--- config.mk ---
export PLATFORM = sky130hd
export DESIGN_NAME = secded_codec_flat
export DESIGN_NICKNAME = d
export VERILOG_FILES = /design/src/rtl/secded_codec_if.sv /design/src/rtl/secded_codec.sv /design/src/flat_wrapper.sv
export SDC_FILE = /design/constraint.sdc
export NUM_CORES = 1
export LEC_CHECK = 0
export CAP_MARGIN = 20
export CORE_MARGIN = 4
export CORE_UTILIZATION = 44
export DETAILED_ROUTE_END_ITERATION = 12
export MAX_ROUTING_LAYER = met4
export PLACE_DENSITY = 0.83
export SYNTH_ARGS = -nofsm -noshare
export SYNTH_HDL_FRONTEND = slang
export SYNTH_SLANG_ARGS = --single-unit
--- constraint.sdc ---
create_clock -name clk -period 1.8 [get_ports clk]
set_input_delay 0.36 -clock clk [delete_from_list [all_inputs] [get_ports clk]]
set_output_delay 0.36 -clock clk [all_outputs]
set_load 0.01 [all_outputs]
--- src/rtl/secded_codec_if.sv ---
// Handshake and status bundle for the SECDED codec: encoder channel, decoder channel and error counters.
// Widths follow the same P/CW derivation as the codec itself.
interface secded_codec_if #(
  parameter int DATA_W = 7,
  parameter int CNT_W  = 16
);
  function automatic int calcP(input int dw);
    int p;
    p = 0;
    for (int k = 7; k >= 1; k--)
      if ((1 << k) >= dw + k + 1) p = k;
    return p;
  endfunction

  localparam int P  = calcP(DATA_W);
  localparam int CW = DATA_W + P + 1;

  logic              enc_in_valid;
  logic              enc_in_ready;
  logic [DATA_W-1:0] enc_data;
  logic              enc_out_valid;
  logic              enc_out_ready;
  logic [CW-1:0]     enc_code;

  logic              dec_in_valid;
  logic              dec_in_ready;
  logic [CW-1:0]     dec_code;
  logic              dec_out_valid;
  logic              dec_out_ready;
  logic [DATA_W-1:0] dec_data;
  logic              dec_corrected;
  logic              dec_uncorrectable;
  logic [P-1:0]      dec_syndrome;

  logic              cnt_clear;
  logic [CNT_W-1:0]  corr_count;
  logic [CNT_W-1:0]  uncorr_count;

  modport slave (
    input  enc_in_valid, enc_data, enc_out_ready,
    input  dec_in_valid, dec_code, dec_out_ready, cnt_clear,
    output enc_in_ready, enc_out_valid, enc_code,
    output dec_in_ready, dec_out_valid, dec_data, dec_corrected,
    output dec_uncorrectable, dec_syndrome, corr_count, uncorr_count
  );

  modport master (
    output enc_in_valid, enc_data, enc_out_ready,
    output dec_in_valid, dec_code, dec_out_ready, cnt_clear,
    input  enc_in_ready, enc_out_valid, enc_code,
    input  dec_in_ready, dec_out_valid, dec_data, dec_corrected,
    input  dec_uncorrectable, dec_syndrome, corr_count, uncorr_count
  );
endinterface

--- src/rtl/secded_codec.sv ---
// SECDED Hamming codec: one-register encoder and two-stage pipelined decoder with independent
// valid/ready channels, plus saturating corrected/uncorrectable event counters.
module secded_codec #(
  parameter int DATA_W = 7,
  parameter int CNT_W  = 16
) (
  input logic           clk,
  input logic           rst_n,
  secded_codec_if.slave bus
);
  function automatic int calcP(input int dw);
    int p;
    p = 0;
    for (int k = 7; k >= 1; k--)
      if ((1 << k) >= dw + k + 1) p = k;
    return p;
  endfunction

  localparam int          P  = calcP(DATA_W);
  localparam int          CW = DATA_W + P + 1;
  localparam int unsigned N  = DATA_W + P;

  function automatic logic [P-1:0] syndrome(input logic [CW-1:0] c);
    logic [P-1:0] s;
    s = '0;
    for (int unsigned i = 1; i <= N; i++)
      if (c[i]) s ^= i[P-1:0];
    return s;
  endfunction

  // Parity positions are zero while data is placed, so the syndrome of that partial word
  // is exactly the parity vector that makes the full syndrome zero.
  function automatic logic [CW-1:0] encode(input logic [DATA_W-1:0] d);
    logic [CW-1:0] c;
    logic [P-1:0]  s;
    int unsigned   j;
    c = '0;
    j = 0;
    for (int unsigned i = 1; i <= N; i++) begin
      if ((i & (i - 1)) != 0) begin
        c[i] = d[j];
        j++;
      end
    end
    s = syndrome(c);
    for (int unsigned k = 0; k < P; k++)
      c[1 << k] = s[k];
    c[0] = ^c[CW-1:1];
    return c;
  endfunction

  function automatic logic [DATA_W-1:0] extract(input logic [CW-1:0] c);
    logic [DATA_W-1:0] d;
    int unsigned       j;
    d = '0;
    j = 0;
    for (int unsigned i = 1; i <= N; i++) begin
      if ((i & (i - 1)) != 0) begin
        d[j] = c[i];
        j++;
      end
    end
    return d;
  endfunction

  // Encoder channel
  logic          encOutValid;
  logic [CW-1:0] encCode;
  logic          encInReady;

  assign encInReady = !encOutValid || bus.enc_out_ready;

  always_ff @(posedge clk) begin
    if (!rst_n) begin
      encOutValid <= 1'b0;
      encCode     <= '0;
    end else if (encInReady) begin
      encOutValid <= bus.enc_in_valid;
      if (bus.enc_in_valid) encCode <= encode(bus.enc_data);
    end
  end

  assign bus.enc_in_ready  = encInReady;
  assign bus.enc_out_valid = encOutValid;
  assign bus.enc_code      = encCode;

  // Decoder stage 1: captured codeword with its syndrome and overall parity
  logic          s1Valid;
  logic [CW-1:0] s1Code;
  logic [P-1:0]  s1Syn;
  logic          s1Op;

  // Decoder stage 2 / output registers
  logic              decOutValid;
  logic [DATA_W-1:0] decData;
  logic              decCorrected;
  logic              decUncorrectable;
  logic [P-1:0]      decSyndrome;

  logic s2Free;
  logic decInReady;

  assign s2Free     = !decOutValid || bus.dec_out_ready;
  assign decInReady = !s1Valid || s2Free;

  logic [CW-1:0] fixedCode;
  logic          nextCorr;
  logic          nextUnc;

  always_comb begin
    fixedCode = s1Code;
    nextCorr  = 1'b0;
    nextUnc   = 1'b0;
    if (s1Op) begin
      if (s1Syn == '0) begin
        nextCorr = 1'b1;
      end else if (32'(s1Syn) <= N) begin
        fixedCode[s1Syn] = ~s1Code[s1Syn];
        nextCorr         = 1'b1;
      end else begin
        nextUnc = 1'b1;
      end
    end else if (s1Syn != '0) begin
      nextUnc = 1'b1;
    end
  end

  always_ff @(posedge clk) begin
    if (!rst_n) begin
      s1Valid          <= 1'b0;
      s1Code           <= '0;
      s1Syn            <= '0;
      s1Op             <= 1'b0;
      decOutValid      <= 1'b0;
      decData          <= '0;
      decCorrected     <= 1'b0;
      decUncorrectable <= 1'b0;
      decSyndrome      <= '0;
    end else begin
      if (s2Free) begin
        decOutValid <= s1Valid;
        if (s1Valid) begin
          decData          <= extract(fixedCode);
          decCorrected     <= nextCorr;
          decUncorrectable <= nextUnc;
          decSyndrome      <= s1Syn;
        end
      end
      if (decInReady) begin
        s1Valid <= bus.dec_in_valid;
        if (bus.dec_in_valid) begin
          s1Code <= bus.dec_code;
          s1Syn  <= syndrome(bus.dec_code);
          s1Op   <= ^bus.dec_code;
        end
      end
    end
  end

  assign bus.dec_in_ready      = decInReady;
  assign bus.dec_out_valid     = decOutValid;
  assign bus.dec_data          = decData;
  assign bus.dec_corrected     = decCorrected;
  assign bus.dec_uncorrectable = decUncorrectable;
  assign bus.dec_syndrome      = decSyndrome;

  // Event counters; a clear in the same cycle as an event wins
  logic [CNT_W-1:0] corrCount;
  logic [CNT_W-1:0] uncorrCount;
  logic             decFire;

  assign decFire = decOutValid && bus.dec_out_ready;

  always_ff @(posedge clk) begin
    if (!rst_n || bus.cnt_clear) begin
      corrCount   <= '0;
      uncorrCount <= '0;
    end else if (decFire) begin
      if (decCorrected && corrCount != '1)       corrCount   <= corrCount + 1'b1;
      if (decUncorrectable && uncorrCount != '1) uncorrCount <= uncorrCount + 1'b1;
    end
  end

  assign bus.corr_count   = corrCount;
  assign bus.uncorr_count = uncorrCount;
endmodule

--- src/flat_wrapper.sv ---
// flat-port wrapper written by rule: the top's interface ports become plain ports
module secded_codec_flat 
#(
  parameter int DATA_W = 7,
  parameter int CNT_W  = 16
)
  (clk, rst_n, bus_enc_in_valid, bus_enc_data, bus_enc_out_ready, bus_dec_in_valid, bus_dec_code, bus_dec_out_ready, bus_cnt_clear, bus_enc_in_ready, bus_enc_out_valid, bus_enc_code, bus_dec_in_ready, bus_dec_out_valid, bus_dec_data, bus_dec_corrected, bus_dec_uncorrectable, bus_dec_syndrome, bus_corr_count, bus_uncorr_count);
  secded_codec_if #(.DATA_W(DATA_W), .CNT_W(CNT_W)) bus_i ();
  input logic clk;
  input logic rst_n;
  input wire logic [$bits(bus_i.enc_in_valid)-1:0] bus_enc_in_valid;
  input wire logic [$bits(bus_i.enc_data)-1:0] bus_enc_data;
  input wire logic [$bits(bus_i.enc_out_ready)-1:0] bus_enc_out_ready;
  input wire logic [$bits(bus_i.dec_in_valid)-1:0] bus_dec_in_valid;
  input wire logic [$bits(bus_i.dec_code)-1:0] bus_dec_code;
  input wire logic [$bits(bus_i.dec_out_ready)-1:0] bus_dec_out_ready;
  input wire logic [$bits(bus_i.cnt_clear)-1:0] bus_cnt_clear;
  output wire logic [$bits(bus_i.enc_in_ready)-1:0] bus_enc_in_ready;
  output wire logic [$bits(bus_i.enc_out_valid)-1:0] bus_enc_out_valid;
  output wire logic [$bits(bus_i.enc_code)-1:0] bus_enc_code;
  output wire logic [$bits(bus_i.dec_in_ready)-1:0] bus_dec_in_ready;
  output wire logic [$bits(bus_i.dec_out_valid)-1:0] bus_dec_out_valid;
  output wire logic [$bits(bus_i.dec_data)-1:0] bus_dec_data;
  output wire logic [$bits(bus_i.dec_corrected)-1:0] bus_dec_corrected;
  output wire logic [$bits(bus_i.dec_uncorrectable)-1:0] bus_dec_uncorrectable;
  output wire logic [$bits(bus_i.dec_syndrome)-1:0] bus_dec_syndrome;
  output wire logic [$bits(bus_i.corr_count)-1:0] bus_corr_count;
  output wire logic [$bits(bus_i.uncorr_count)-1:0] bus_uncorr_count;
  assign bus_i.enc_in_valid = bus_enc_in_valid;
  assign bus_i.enc_data = bus_enc_data;
  assign bus_i.enc_out_ready = bus_enc_out_ready;
  assign bus_i.dec_in_valid = bus_dec_in_valid;
  assign bus_i.dec_code = bus_dec_code;
  assign bus_i.dec_out_ready = bus_dec_out_ready;
  assign bus_i.cnt_clear = bus_cnt_clear;
  assign bus_enc_in_ready = bus_i.enc_in_ready;
  assign bus_enc_out_valid = bus_i.enc_out_valid;
  assign bus_enc_code = bus_i.enc_code;
  assign bus_dec_in_ready = bus_i.dec_in_ready;
  assign bus_dec_out_valid = bus_i.dec_out_valid;
  assign bus_dec_data = bus_i.dec_data;
  assign bus_dec_corrected = bus_i.dec_corrected;
  assign bus_dec_uncorrectable = bus_i.dec_uncorrectable;
  assign bus_dec_syndrome = bus_i.dec_syndrome;
  assign bus_corr_count = bus_i.corr_count;
  assign bus_uncorr_count = bus_i.uncorr_count;
  secded_codec #(.DATA_W(DATA_W), .CNT_W(CNT_W)) u_core (.clk(clk), .rst_n(rst_n), .bus(bus_i));
endmodule
Yosys cells after proc, flatten, opt, wreduce, memory -nomap -nowiden
Cells that the tools add are included.
- order comparisons: 21
- multiplexer cells: 189
- $add $sub $neg: 12
- equality and inequality tests: 2
- bitwise operators: 17
- reductions and logical operators: 27
- operators with widths (operator ; number):
    2-to-1 mux 32 bit ; 36
    less-than comparator 32 x 4 -> 1 bit, second input constant ; 12
    adder 32 x 1 -> 32 bit, second input constant ; 10
    2-to-1 mux 4 bit ; 58
    greater-or-equal comparator 32 x 1 -> 1 bit, second input constant ; 6
    2-to-1 mux 7 bit ; 15
    2-to-1 mux 1 bit ; 46
    bitwise mux 7 bit ; 6
    2-to-1 mux 12 bit ; 3
    adder 16 x 1 -> 16 bit, second input constant ; 2
    != test 16 bit, second input constant ; 2
    2-to-1 mux 3 bit ; 7
    binary-select mux 1 bit (select 3 bit) ; 6
    demux 1 bit (select 3 bit) ; 6
    inverter 2 bit ; 9
    bitwise mux 12 bit ; 1
    inverter 3 bit ; 4
    parity 12 bit ; 1
    parity 11 bit ; 1
    logical AND 1 bit ; 10
    AND reduction 2 bit ; 5
    2-to-1 mux 2 bit ; 3
    less-than comparator 4 x 5 -> 1 bit, second input constant ; 1
    binary-select mux 1 bit (select 4 bit) ; 1
    other kinds (8) ; 17
- output and inout bits: 61
- logic and storage cells: 281
- register bits: 77

Depth between registers and ports, before layout
- word-level depth: 52
- gate-level depth with buffers: 6
- depth with buffers taken out: 6

Worst setup path before layout
No wires, ideal clock.
- path type: flip-flop to flip-flop
- from: register u_core.corrCount[0] (netlist: u_core.bus.corr_count[0])
- to: register u_core.corrCount[10] (netlist: u_core.bus.corr_count[10])
- stages on the path, launching flop included: 7
- data required time: 1672 ps
- clock period less this slack: 1737 ps
- data arrival time: 1609 ps
- path buffers: 0
- slack: 63 ps
- cells stage by stage: dfxtp_1 ha_1 nand3_1 or4_4 nor3b_1 xnor2_1 nor2_1
- longest elaborated chain between the ends: 3
- elaborated cells between the ends (all ways): 4
- those cells by class: 1 x add/sub; 1 x eq/ne; 2 x reduce/logical
- RTL lines (item ; RTL line ; RTL):
    start: declaration ; secded_codec.sv:168 ; logic [CNT_W-1:0] corrCount;
    start signal: assignment ; secded_codec.sv:179 ; if (decCorrected && corrCount != '1) corrCount <= corrCount + 1'b1;
    parallel branches: the longest is 3 deep, another holds adder 16 x 1 -> 16 bit ; n/a ;
Parallel ways; which one is timed is not known.
A chain may end at the register's enable or synchronous reset.

Worst setup path in the final report
- from: register u_core.uncorrCount[9] (netlist: u_core.bus.uncorr_count[9])
- to: output bus_uncorr_count[9]
- RTL lines (item ; RTL line ; RTL):
    start: declaration ; secded_codec.sv:169 ; logic [CNT_W-1:0] uncorrCount;
    start signal: assignment ; secded_codec.sv:180 ; if (decUncorrectable && uncorrCount != '1) uncorrCount <= uncorrCount + 1'b1;
    end: declaration ; flat_wrapper.sv:28 ; output wire logic [$bits(bus_i.uncorr_count)-1:0] bus_uncorr_count;
No word-level cell between the ends.

==> impl_metrics.py <==
metrics = {
    "timing": {
        "rsz0062_at_grt": "false",
        "hold_slack_ps": 460,
        "finalHoldViolCount": 0,
        "relSlewSlack_pct": 61.9,
        "setup_viol": 0,
        "final.min_clock_period_ps": 1740,
        "max_clock_freq_mhz": 576,
        "finalCritPeriodShare_pct": 96.4,
        "skew_ps": 7.97,
        "maxSlewViolCount": 0,
        "worstMarginPinSlew_ps": 569,
    },
    "clocking": {
        "root_buffer": "clkbuf_8",
        "hold_buffers": 0,
        "cts_setup_buffers": 0,
        "clk_pin_slew_ps": 80,
        "cts_tree": "yes",
        "clk_path_buf_depth": 2,
        "cts_num_sinks": 72,
        "numCtsBuffers": 9,
        "h-tree-depth": 3,
        "clock_latency_ps": 340,
    },
    "routing": {
        "routed_wl_um": 8260,
        "first_pass_iters": 4,
        "route.vias.total": 3171,
        "drc": 0,
        "drt_first_iter_violations": 73,
        "ant_nets": 0,
        "routedWlPerCell_um": 13.1,
        "viasPerCell": 5.05,
    },
    "placement": {
        "hpwl_um": 6300,
        "globalplace.congestion": 0.912,
        "portBuffers": 86,
    },
    "setup_path": {
        "worstSetupStartpointType": "register",
        "cpPeakStageDelay_ps": 580,
        "cp-endpoint": "bus_uncorr_count[9]",
        "r2r_start": "u_core.bus.corr_count[0]",
        "required_ps": 1440,
        "r2r_slack_ps": 100,
        "arrival_ps": 1380,
        "cp_cell_sequence": "clkdlybuf4s50_1",
        "crit_slowest_cell": "clkdlybuf4s50_1",
        "cp_num_buf_inv": 1,
        "worstSetupPathType": "register to output port",
        "crit_path_end_kind": "output port",
        "cp_max_fo": 6,
        "cp_top_family": "buffers and inverters",
        "timing.rr.end": "u_core.bus.corr_count[10]",
        "cp.depth": 1,
        "crit_start": "u_core.bus.uncorr_count[9]",
        "rr_worst_depth": 6,
    },
    "grt": {
        "grt_antenna_before_repair": 0,
        "grt_pass1_vias": 3040,
        "grt_usage_pct": 18.8,
        "grt_pass1_wl_um": 13400,
        "grt_overflow": 0,
        "grt_max_degree": 40,
    },
    "synthesis": {
        "synth_area_um2": 3390,
        "syn_nets": 429,
        "avgSynthCellArea_um2": 8.45,
        "ys_ff_latch": 72,
        "synth.distinct_cells": 44,
        "dominantRegCellSynth": "dfxtp_1",
        "yosysWarnings": 0,
        "syn_inst": 401,
        "seq_area_frac_synth_pct": 42.5,
        "async_flop_share_pct": 0,
        "synth-edff-count": 0,
    },
    "final_layout": {
        "fin_nets": 553,
        "area_growth_pct": 45.6,
        "fin_util_pct": 66.9,
        "final_cell_mix": "clkdlybuf4s50_1, dfxtp_1, nor2_1",
        "final_common_cell": "clkdlybuf4s50_1",
        "n_antenna_cell": 0,
        "drive_gt1_share_pct": 16.1,
    },
    "pwr": {
        "leakagePower_nw": 1.72,
        "p_per_area_nw_per_um2": 773,
        "power_mw": 3.81,
        "irDropWorstVdd_mv": 0.519,
    },
    "run": {
        "maxCapViolCount": 0,
    },
    "die": {
        "die_y_um": 95.8,
        "initial_core_util_pct": 46.0,
        "coreArea_um2": 7370,
        "dieArea_um2": 9170,
        "die_w_um": 95.8,
        "ioPinCount": 87,
        "num_rows": 31,
    },
    "min_path": {
        "hold_path_class": "register to register",
    },
    "run_status": {
        "status": "finished, final reports clean",
    },
}
-- cell type report --
class	instances	area [µm²]
clock inverters	5	105
inverters	5	18.8
repair buffers	129	1200
well taps	99	124
clock buffers	10	138
flip-flops and latches	72	1450
multi-input cells	308	1900
fillers	591	2440
-- power by group --
part / switching, mW / internal [mW] / leakage (nW) / total, mW
registers: 0.0564 / 1.66 / 0.589 / 1.72
clock network: 0.597 / 0.951 / 0.115 / 1.55
logic: 0.238 / 0.311 / 1.02 / 0.549
-- registers in the layout, indices dropped and copies added (netlist names) --
| register | flops |
|---|---|
| u_core.bus.corr_count | 16 |
| u_core.bus.uncorr_count | 16 |
| u_core.bus.enc_code | 12 |
| u_core.bus.dec_data | 7 |
| u_core.s1Code | 7 |
| u_core.bus.dec_syndrome | 4 |
| u_core.s1Syn | 4 |
| u_core.bus.dec_corrected | 1 |
| u_core.bus.dec_out_valid | 1 |
| u_core.bus.dec_uncorrectable | 1 |
| u_core.bus.enc_out_valid | 1 |
| u_core.s1Op | 1 |
| u_core.s1Valid | 1 |
-- logic make-up (layout without fill, tap and decap cells) --
logic type / after synthesis / in the layout / synth area share, %
XOR/XNOR: 61 / 61 / 16.2
buffers and inverters: 21 / 149 / 2.66
AND/OR/NAND/NOR: 185 / 185 / 26.1
flip-flops: 72 / 72 / 42.5
AO/OA/AOI/OAI: 55 / 55 / 10.3
multiplexers: 5 / 5 / 1.48
adder cells (fa/ha/maj): 2 / 2 / 0.738
-- cell usage after synthesis, types with 2 or more instances --
cell        n  share of area (%)
a2111oi_2   2               0.89
dfxtp_1    72                 43
xor2_1     10                2.6
nor2_1     66                7.3
nor4_2      2               0.74
and3_1      2               0.37
nand3b_1    2               0.44
inv_1       4               0.44
clkbuf_1   14                1.6
nand2_1    47                5.2
nand3_1    20                3.0
nor2b_1     2               0.37
mux2i_1     5                1.5
nor3b_1     3               0.66
a31o_2      2               0.52
o21ai_0     6               0.89
nor3_1      8                1.2
a211oi_1   13                2.9
or2_2       3               0.55
nor4_1      3               0.55
or3_1       2               0.37
nand4_1    10                1.8
ha_1        2               0.74
and2_1      2               0.37
xnor2_1    50                 13
a21oi_1    27                4.0
and4_1      2               0.52
nand2b_1    4               0.74
-- layer usage --
metal	up-vias	share of wire, %	track usage [%]	routed length (µm)
li1	1623	-	-	-
met1	1453	44	23.1	3630
met2	82	50	31.2	4100
met3	13	4.7	3.21	388
met4	0	1.6	6.87	135
met5	-	0	-	0
-- through the flow --
step | TNS [ps] | setup slack (ps) | cells | area (µm²)
after detailed placement | -4200 | -289 | 613 | 4640
final | 0 | 64.7 | 628 | 4930
after CTS | 0 | 23.7 | 628 | 4880
after global routing | 0 | 1.30 | 628 | 4930
after global placement | -3440 | -262 | 613 | 4640
after floorplan | 0 | 63.2 | 401 | 3390
-- worst min path at each step --
stage | startpoint | endpoint | cells past startpoint
floorplan | u_core.s1Code[3] | u_core.s1Code[3] | 2
global placement | u_core.bus.enc_code[10] | u_core.bus.enc_code[10] | 2
detailed placement | u_core.bus.enc_code[5] | u_core.bus.enc_code[5] | 2
CTS | u_core.bus.enc_code[5] | u_core.bus.enc_code[5] | 2
global route | u_core.bus.enc_code[5] | u_core.bus.enc_code[5] | 2
finish | u_core.bus.enc_code[7] | u_core.bus.enc_code[7] | 2
-- timing repair --
action,4_1_cts,5_1_grt
gates cloned,0,0
endpoints found under the setup margin,2,8
pin swaps,0,1
endpoints found under the hold margin,0,0
resized for setup,3,14
Power figures use the tool's default switching activity.
